<file path="src/rtl/dilithium_pkg.sv">
// Shared Dilithium constants and types for the polynomial datapath.
// Holds modulus, centering bound, polynomial size, coefficient width.
package dilithium_pkg;

    localparam int unsigned DIL_Q      = 8380417;
    localparam int unsigned DIL_Q_HALF = (DIL_Q - 1) / 2;
    localparam int unsigned DIL_N      = 256;
    localparam int unsigned COEF_W     = 23;

    typedef enum logic [1:0] {
        PS_IDLE,
        PS_RUN,
        PS_DRAIN
    } ps_state_t;

endpackage

</file>
<file path="src/rtl/axis_credit_fifo.sv">
// Small synchronous FIFO for the stream output buffer.
// Ports: clk, rst_n, clr, push/din, pop/dout, empty, count (occupancy).
module axis_credit_fifo #(
    parameter int unsigned DEPTH = 4,
    parameter int unsigned W     = 65
) (
    input  logic                     clk,
    input  logic                     rst_n,
    input  logic                     clr,
    input  logic                     push,
    input  logic [W-1:0]             din,
    input  logic                     pop,
    output logic [W-1:0]             dout,
    output logic                     empty,
    output logic [$clog2(DEPTH):0]   count
);

    localparam int unsigned AW = $clog2(DEPTH);
    localparam int unsigned CW = AW + 1;

    logic [W-1:0]  mem [DEPTH];
    logic [AW-1:0] wp;
    logic [AW-1:0] rp;
    logic          pop_ok;

    assign empty  = (count == '0);
    assign pop_ok = pop && !empty;
    assign dout   = mem[rp];

    always_ff @(posedge clk) begin
        if (push) mem[wp] <= din;
    end

    always_ff @(posedge clk or negedge rst_n) begin
        if (!rst_n) begin
            wp    <= '0;
            rp    <= '0;
            count <= '0;
        end else if (clr) begin
            wp    <= '0;
            rp    <= '0;
            count <= '0;
        end else begin
            if (push)   wp <= wp + 1'b1;
            if (pop_ok) rp <= rp + 1'b1;
            count <= count + CW'(push) - CW'(pop_ok);
        end
    end

endmodule

</file>
<file path="src/rtl/poly_stream_out.sv">
// Streams a polynomial from dual-port coefficient RAM to the AXI-stream FIFO,
// two coefficients per beat. Ports: start/centered/busy/done, RAM A/B, Write_FIFO_*.
module poly_stream_out
    import dilithium_pkg::*;
#(
    parameter int unsigned Q         = DIL_Q,
    parameter int unsigned N_COEF    = DIL_N,
    parameter int unsigned BUF_DEPTH = 4
) (
    input  logic              clk,
    input  logic              aresetn,
    input  logic              start,
    input  logic              centered,
    output logic              busy,
    output logic              done,
    output logic              coef_ena,
    output logic [7:0]        coef_addra,
    input  logic [COEF_W-1:0] coef_douta,
    output logic              coef_enb,
    output logic [7:0]        coef_addrb,
    input  logic [COEF_W-1:0] coef_doutb,
    output logic              coef_wea,
    output logic              coef_web,
    output logic              Write_FIFO_tvalid,
    input  logic              Write_FIFO_tready,
    output logic [63:0]       Write_FIFO_tdata,
    output logic [7:0]        Write_FIFO_tkeep,
    output logic              Write_FIFO_tlast
);

    localparam int unsigned NB   = N_COEF / 2;
    localparam int unsigned RKW  = $clog2(NB) + 1;
    localparam int unsigned CW   = $clog2(BUF_DEPTH) + 1;
    localparam logic [31:0] HALF = 32'((Q - 1) / 2);

    function automatic logic [31:0] center(
        input logic [COEF_W-1:0] c,
        input logic              m
    );
        logic [31:0] z;
        z = 32'(c);
        // 32-bit wrap of z - Q is the sign-extended negative value
        if (m && (z > HALF)) return z - 32'(Q);
        return z;
    endfunction

    ps_state_t      state_q;
    ps_state_t      state_d;
    logic [RKW-1:0] rk_q;
    logic           pend_q;
    logic           mode_q;
    logic           done_q;
    logic           issue;
    logic           clr;
    logic           pop;
    logic           last_hs;
    logic           empty;
    logic [CW-1:0]  occ;
    logic [64:0]    din;
    logic [64:0]    head;

    // Credit: buffered beats plus the pair still in the RAM pipeline
    assign issue = (state_q == PS_RUN) &&
                   ((32'(occ) + 32'(pend_q)) < BUF_DEPTH);
    assign clr   = (state_q == PS_IDLE) && start;

    assign Write_FIFO_tvalid = !empty;
    assign pop     = Write_FIFO_tvalid && Write_FIFO_tready;
    assign last_hs = pop && head[64];

    // rk has already advanced past the pair now returning from RAM
    assign din = {rk_q == RKW'(NB),
                  center(coef_doutb, mode_q),
                  center(coef_douta, mode_q)};

    axis_credit_fifo #(
        .DEPTH (BUF_DEPTH),
        .W     (65)
    ) u_buf (
        .clk   (clk),
        .rst_n (aresetn),
        .clr   (clr),
        .push  (pend_q),
        .din   (din),
        .pop   (pop),
        .dout  (head),
        .empty (empty),
        .count (occ)
    );

    always_comb begin
        state_d = state_q;
        unique case (state_q)
            PS_IDLE:  if (start) state_d = PS_RUN;
            PS_RUN:   if (issue && (rk_q == RKW'(NB - 1))) state_d = PS_DRAIN;
            PS_DRAIN: if (last_hs) state_d = PS_IDLE;
            default:  state_d = PS_IDLE;
        endcase
    end

    always_ff @(posedge clk or negedge aresetn) begin
        if (!aresetn) begin
            state_q <= PS_IDLE;
            rk_q    <= '0;
            pend_q  <= 1'b0;
            mode_q  <= 1'b0;
            done_q  <= 1'b0;
        end else begin
            state_q <= state_d;
            pend_q  <= issue;
            done_q  <= last_hs;
            if (clr) begin
                rk_q   <= '0;
                mode_q <= centered;
            end else if (issue) begin
                rk_q <= rk_q + 1'b1;
            end
        end
    end

    assign busy       = (state_q != PS_IDLE);
    assign done       = done_q;
    assign coef_ena   = issue;
    assign coef_enb   = issue;
    assign coef_addra = issue ? {rk_q[RKW-2:0], 1'b0} : 8'd0;
    assign coef_addrb = issue ? {rk_q[RKW-2:0], 1'b1} : 8'd0;
    assign coef_wea   = 1'b0;
    assign coef_web   = 1'b0;

    assign Write_FIFO_tdata = Write_FIFO_tvalid ? head[63:0] : 64'd0;
    assign Write_FIFO_tlast = Write_FIFO_tvalid && head[64];
    assign Write_FIFO_tkeep = 8'hFF;

endmodule

</file>
<file path="config.mk">
export PLATFORM = sky130hd
export DESIGN_NAME = poly_stream_out
export DESIGN_NICKNAME = d
export VERILOG_FILES = /design/src/rtl/dilithium_pkg.sv /design/src/rtl/axis_credit_fifo.sv /design/src/rtl/poly_stream_out.sv
export SDC_FILE = /design/constraint.sdc
export NUM_CORES = 1
export LEC_CHECK = 0
export CAP_MARGIN = 20
export CORE_UTILIZATION = 50
export DETAILED_ROUTE_END_ITERATION = 10
export HOLD_SLACK_MARGIN = 0.03
export PLACE_DENSITY_LB_ADDON = 0.3
export SKIP_LAST_GASP = 1
export SYNTH_ARGS = -nofsm -noshare
export SYNTH_HDL_FRONTEND = slang
export SYNTH_SLANG_ARGS = --single-unit
</file>
<file path="constraint.sdc">
create_clock -name clk -period 6.7 [get_ports clk]
set_clock_uncertainty 0.1 [all_clocks]
set_input_delay 1.34 -clock clk [delete_from_list [all_inputs] [get_ports clk]]
set_output_delay 1.34 -clock clk [all_outputs]
set_load 0.01 [all_outputs]
</file>
==> run metrics <==
status finished, final reports clean; Iter 0 DRT Violations 332; ys async rst share 0.09259; All-Layer GR Usage 0.1969; EDFF count, synth 196; Max transition margin 0.3285; Gate Count Post-Synth 637; Hold Fails Final Rpt 0; PD cells 467.0 nW/um2; setup_tns 0 ns; final setup violation count 0; design area 12090 um2; initial antenna violation count 0; Placed Area 11330 um2; initial core utilization 0.5117; first-pass GRT wire length 30600 um; CP Class flop to output port; worst-skew pair later-pin latency 0.49 ns; Wirelength per Cell 19.18 um; CTS tree built; CP Data Required Time between 5 and 6 ns; worst vdd ir ~0.26 mV; CP max FO 12; Top FF cell, synth edfxtp_1; CP Buf/Inv Count 2; I/O pin count 147; final net count 813; Die Wd roughly 140 um; die height 143.1 um; routability cong. 0.8764; CTS buffer count 22; WL final 19720 um; most frequent cells in the layout edfxtp_1, clkdlybuf4s50_1, and2_1; arrival time worst endpoint 3.15 ns; Gates resized, CTS repair 0; CP Capture Type output port; Clock Tree Buf Depth 3; number of global-route vias before repair 5822; CTS sink count 216; H-tree depth 1; CP max-delay cell clkdlybuf4s50_1; FMAX ~220 MHz; CP Launch Type flop; number of fill cells 1392; Netlist cell types 50; DP HPWL approximately 13000 um; Area Growth Syn to Fin 21.37%; Tmin final between 4 and 5 ns; core area 19460 um2; Clock transition at path regs 0.06 ns; Synth warnings 0; antenna cells 0; antenna-violating nets left 0; std cell rows 51; via density per instance roughly 5.5; Clock Tree Root clkbuf_16; FF+latch count, synth 216; Remaining DRCs 0; CP top delay family simple AND/OR/NAND/NOR gates; leakage power total 4.133 nW; Slew Viols, Final 0; share of layout cells above drive strength 1 0.1311; RSZ-0062 raised after global routing no; final period utilization 0.6847; largest net degree at the start of global routing 52; CP Cell Sequence ha_1 -> and4b_1 -> mux2i_1 -> or3_1 -> clkinv_1 -> and2_1 -> clkdlybuf4s50_1; Synth Cell Area 9958 um2; most common cell after layout, fill and taps aside edfxtp_1; min-delay worst type flop to flop; post-synthesis area per instance 15.63 um2; first-pass detailed-route iteration total 4; I/O Buffers between 100 and 150; Die ar. around 20000 um2; crit-path max cell delay ~0.49 ns; Setup Buffers After CTS 0; MaxCap Viol Count 0; total gr overflow 0; via count between 5k and 6k; post-cts hold buffer count 0; Worst-Margin Slew 0.9942 ns; sequential share of the synthesized area 0.6413
[registers in the layout, indices dropped and copies added (netlist names)]
| signal | cells |
|---|---|
| state_q | 2 |
| u_buf.rp | 2 |
| u_buf.mem | 196 |
| u_buf.wp | 2 |
| rk_q | 8 |
| done | 1 |
| u_buf.count | 3 |
| pend_q | 1 |
| mode_q | 1 |
[layer usage]
metal  wire length (um)  GRT usage
met1               8010     0.2439
met2              10480     0.3587
met3                841    0.02549
met4                387    0.05829
met5                  0          0
[cells in the mapped netlist, drive strengths merged (2+ instances only)]
| master | n | area (um2) |
|---|---|---|
| xnor2 | 22 | 192.7 |
| a41oi | 2 | 17.52 |
| or4 | 7 | 56.30 |
| and3 | 4 | 25.02 |
| nand3 | 12 | 60.06 |
| o41ai | 2 | 36.29 |
| and4b | 2 | 20.02 |
| and4 | 2 | 17.52 |
| nor4b | 2 | 17.52 |
| mux4 | 49 | 1104 |
| nand4 | 8 | 50.05 |
| and2 | 61 | 381.6 |
| nand4b | 2 | 17.52 |
| nor4 | 12 | 81.33 |
| ha | 13 | 162.7 |
| o21ai | 4 | 20.02 |
| nand2 | 25 | 93.84 |
| mux2i | 6 | 60.06 |
| conb | 2 | 7.510 |
| xor2 | 25 | 219.0 |
| o31ai | 5 | 51.30 |
| edfxtp | 196 | 5886 |
| nor3 | 19 | 95.09 |
| nor3b | 2 | 20.02 |
| o211ai | 3 | 22.52 |
| dfrtp | 20 | 500.5 |
| nor2 | 25 | 93.84 |
| inv | 19 | 71.32 |
| or3 | 9 | 61.31 |
| nand3b | 2 | 15.01 |
| a21oi | 3 | 15.01 |
| buf | 51 | 351.6 |
| clkbuf | 13 | 48.80 |
[path summary, 6_finish.rpt]
kind,from,end,slack [ns],cells past startpoint
worst min register to register,state_q[1],state_q[0],0.39,1
worst max-delay path,u_buf.count[1],coef_addrb[6],2.11,7
min in group asynchronous,aresetn,u_buf.wp[0],1.30,1
worst min-delay path,state_q[1],state_q[0],0.39,1
worst max register to register,u_buf.count[1],u_buf.count[2],3.76,9
max in group asynchronous,aresetn,u_buf.rp[0],4.47,1
[worst reg2reg max path: cells and delay by family (launching register included)]
family / cells / cell delay, ns
flip-flops: 1 / 0.45
AND/OR/NAND/NOR: 3 / 1.19
XOR/XNOR: 1 / 0.15
buffers and inverters: 2 / 0.11
adder cells (fa/ha/maj): 3 / 0.80
[stage by stage]
step | utilization | hold slack (ns) | setup WS [ns] | cells | total power [W]
floorplan | - | 0.3570 | 3.420 | 646 | 0.003494
global placement | 0.5821 | 0.3770 | 2.675 | 988 | 0.004408
detailed placement | 0.5821 | 0.3903 | 2.586 | 988 | 0.004483
CTS | 0.6196 | 0.3988 | 2.090 | 1027 | 0.005692
global route | 0.6210 | 0.4316 | 1.844 | 1028 | 0.005951
finish | 0.6210 | 0.3907 | 2.112 | 1028 | 0.005644
[layout make-up]
cell class	count	area [um2]	share of cell area
flip-flops and latches	216	6391	0.5288
multi-input cells	346	3136	0.2594
repair buffers	142	1424	0.1178
clock buffers	24	579.3	0.04793
well taps	265	331.6	0.02743
clock inverters	15	150.1	0.01242
inverters	20	75.07	0.006211
[report_power, final]
| part | switching [W] | leakage, nW | total, W | internal, W |
|---|---|---|---|---|
| combinational | 0.00107 | 1.74 | 0.00234 | 0.00127 |
| sequential | 0.000198 | 2.04 | 0.00210 | 0.00190 |
| clock | 0.000468 | 0.350 | 0.00121 | 0.000737 |
[logic make-up (layout without fill, tap and decap cells)]
group / count (synthesis) / in the layout / synth area share
flops: 216 / 216 / 0.6413
simple gates: 195 / 195 / 0.1122
buf+inv: 84 / 201 / 0.04775
mux: 56 / 56 / 0.1180
xor+xnor: 47 / 47 / 0.04134
compound gates: 23 / 23 / 0.02035
fa+ha+maj: 14 / 14 / 0.01834
other cells: 2 / 11 / 0.0007541
Note: power is estimated with default switching activity, not from simulation.
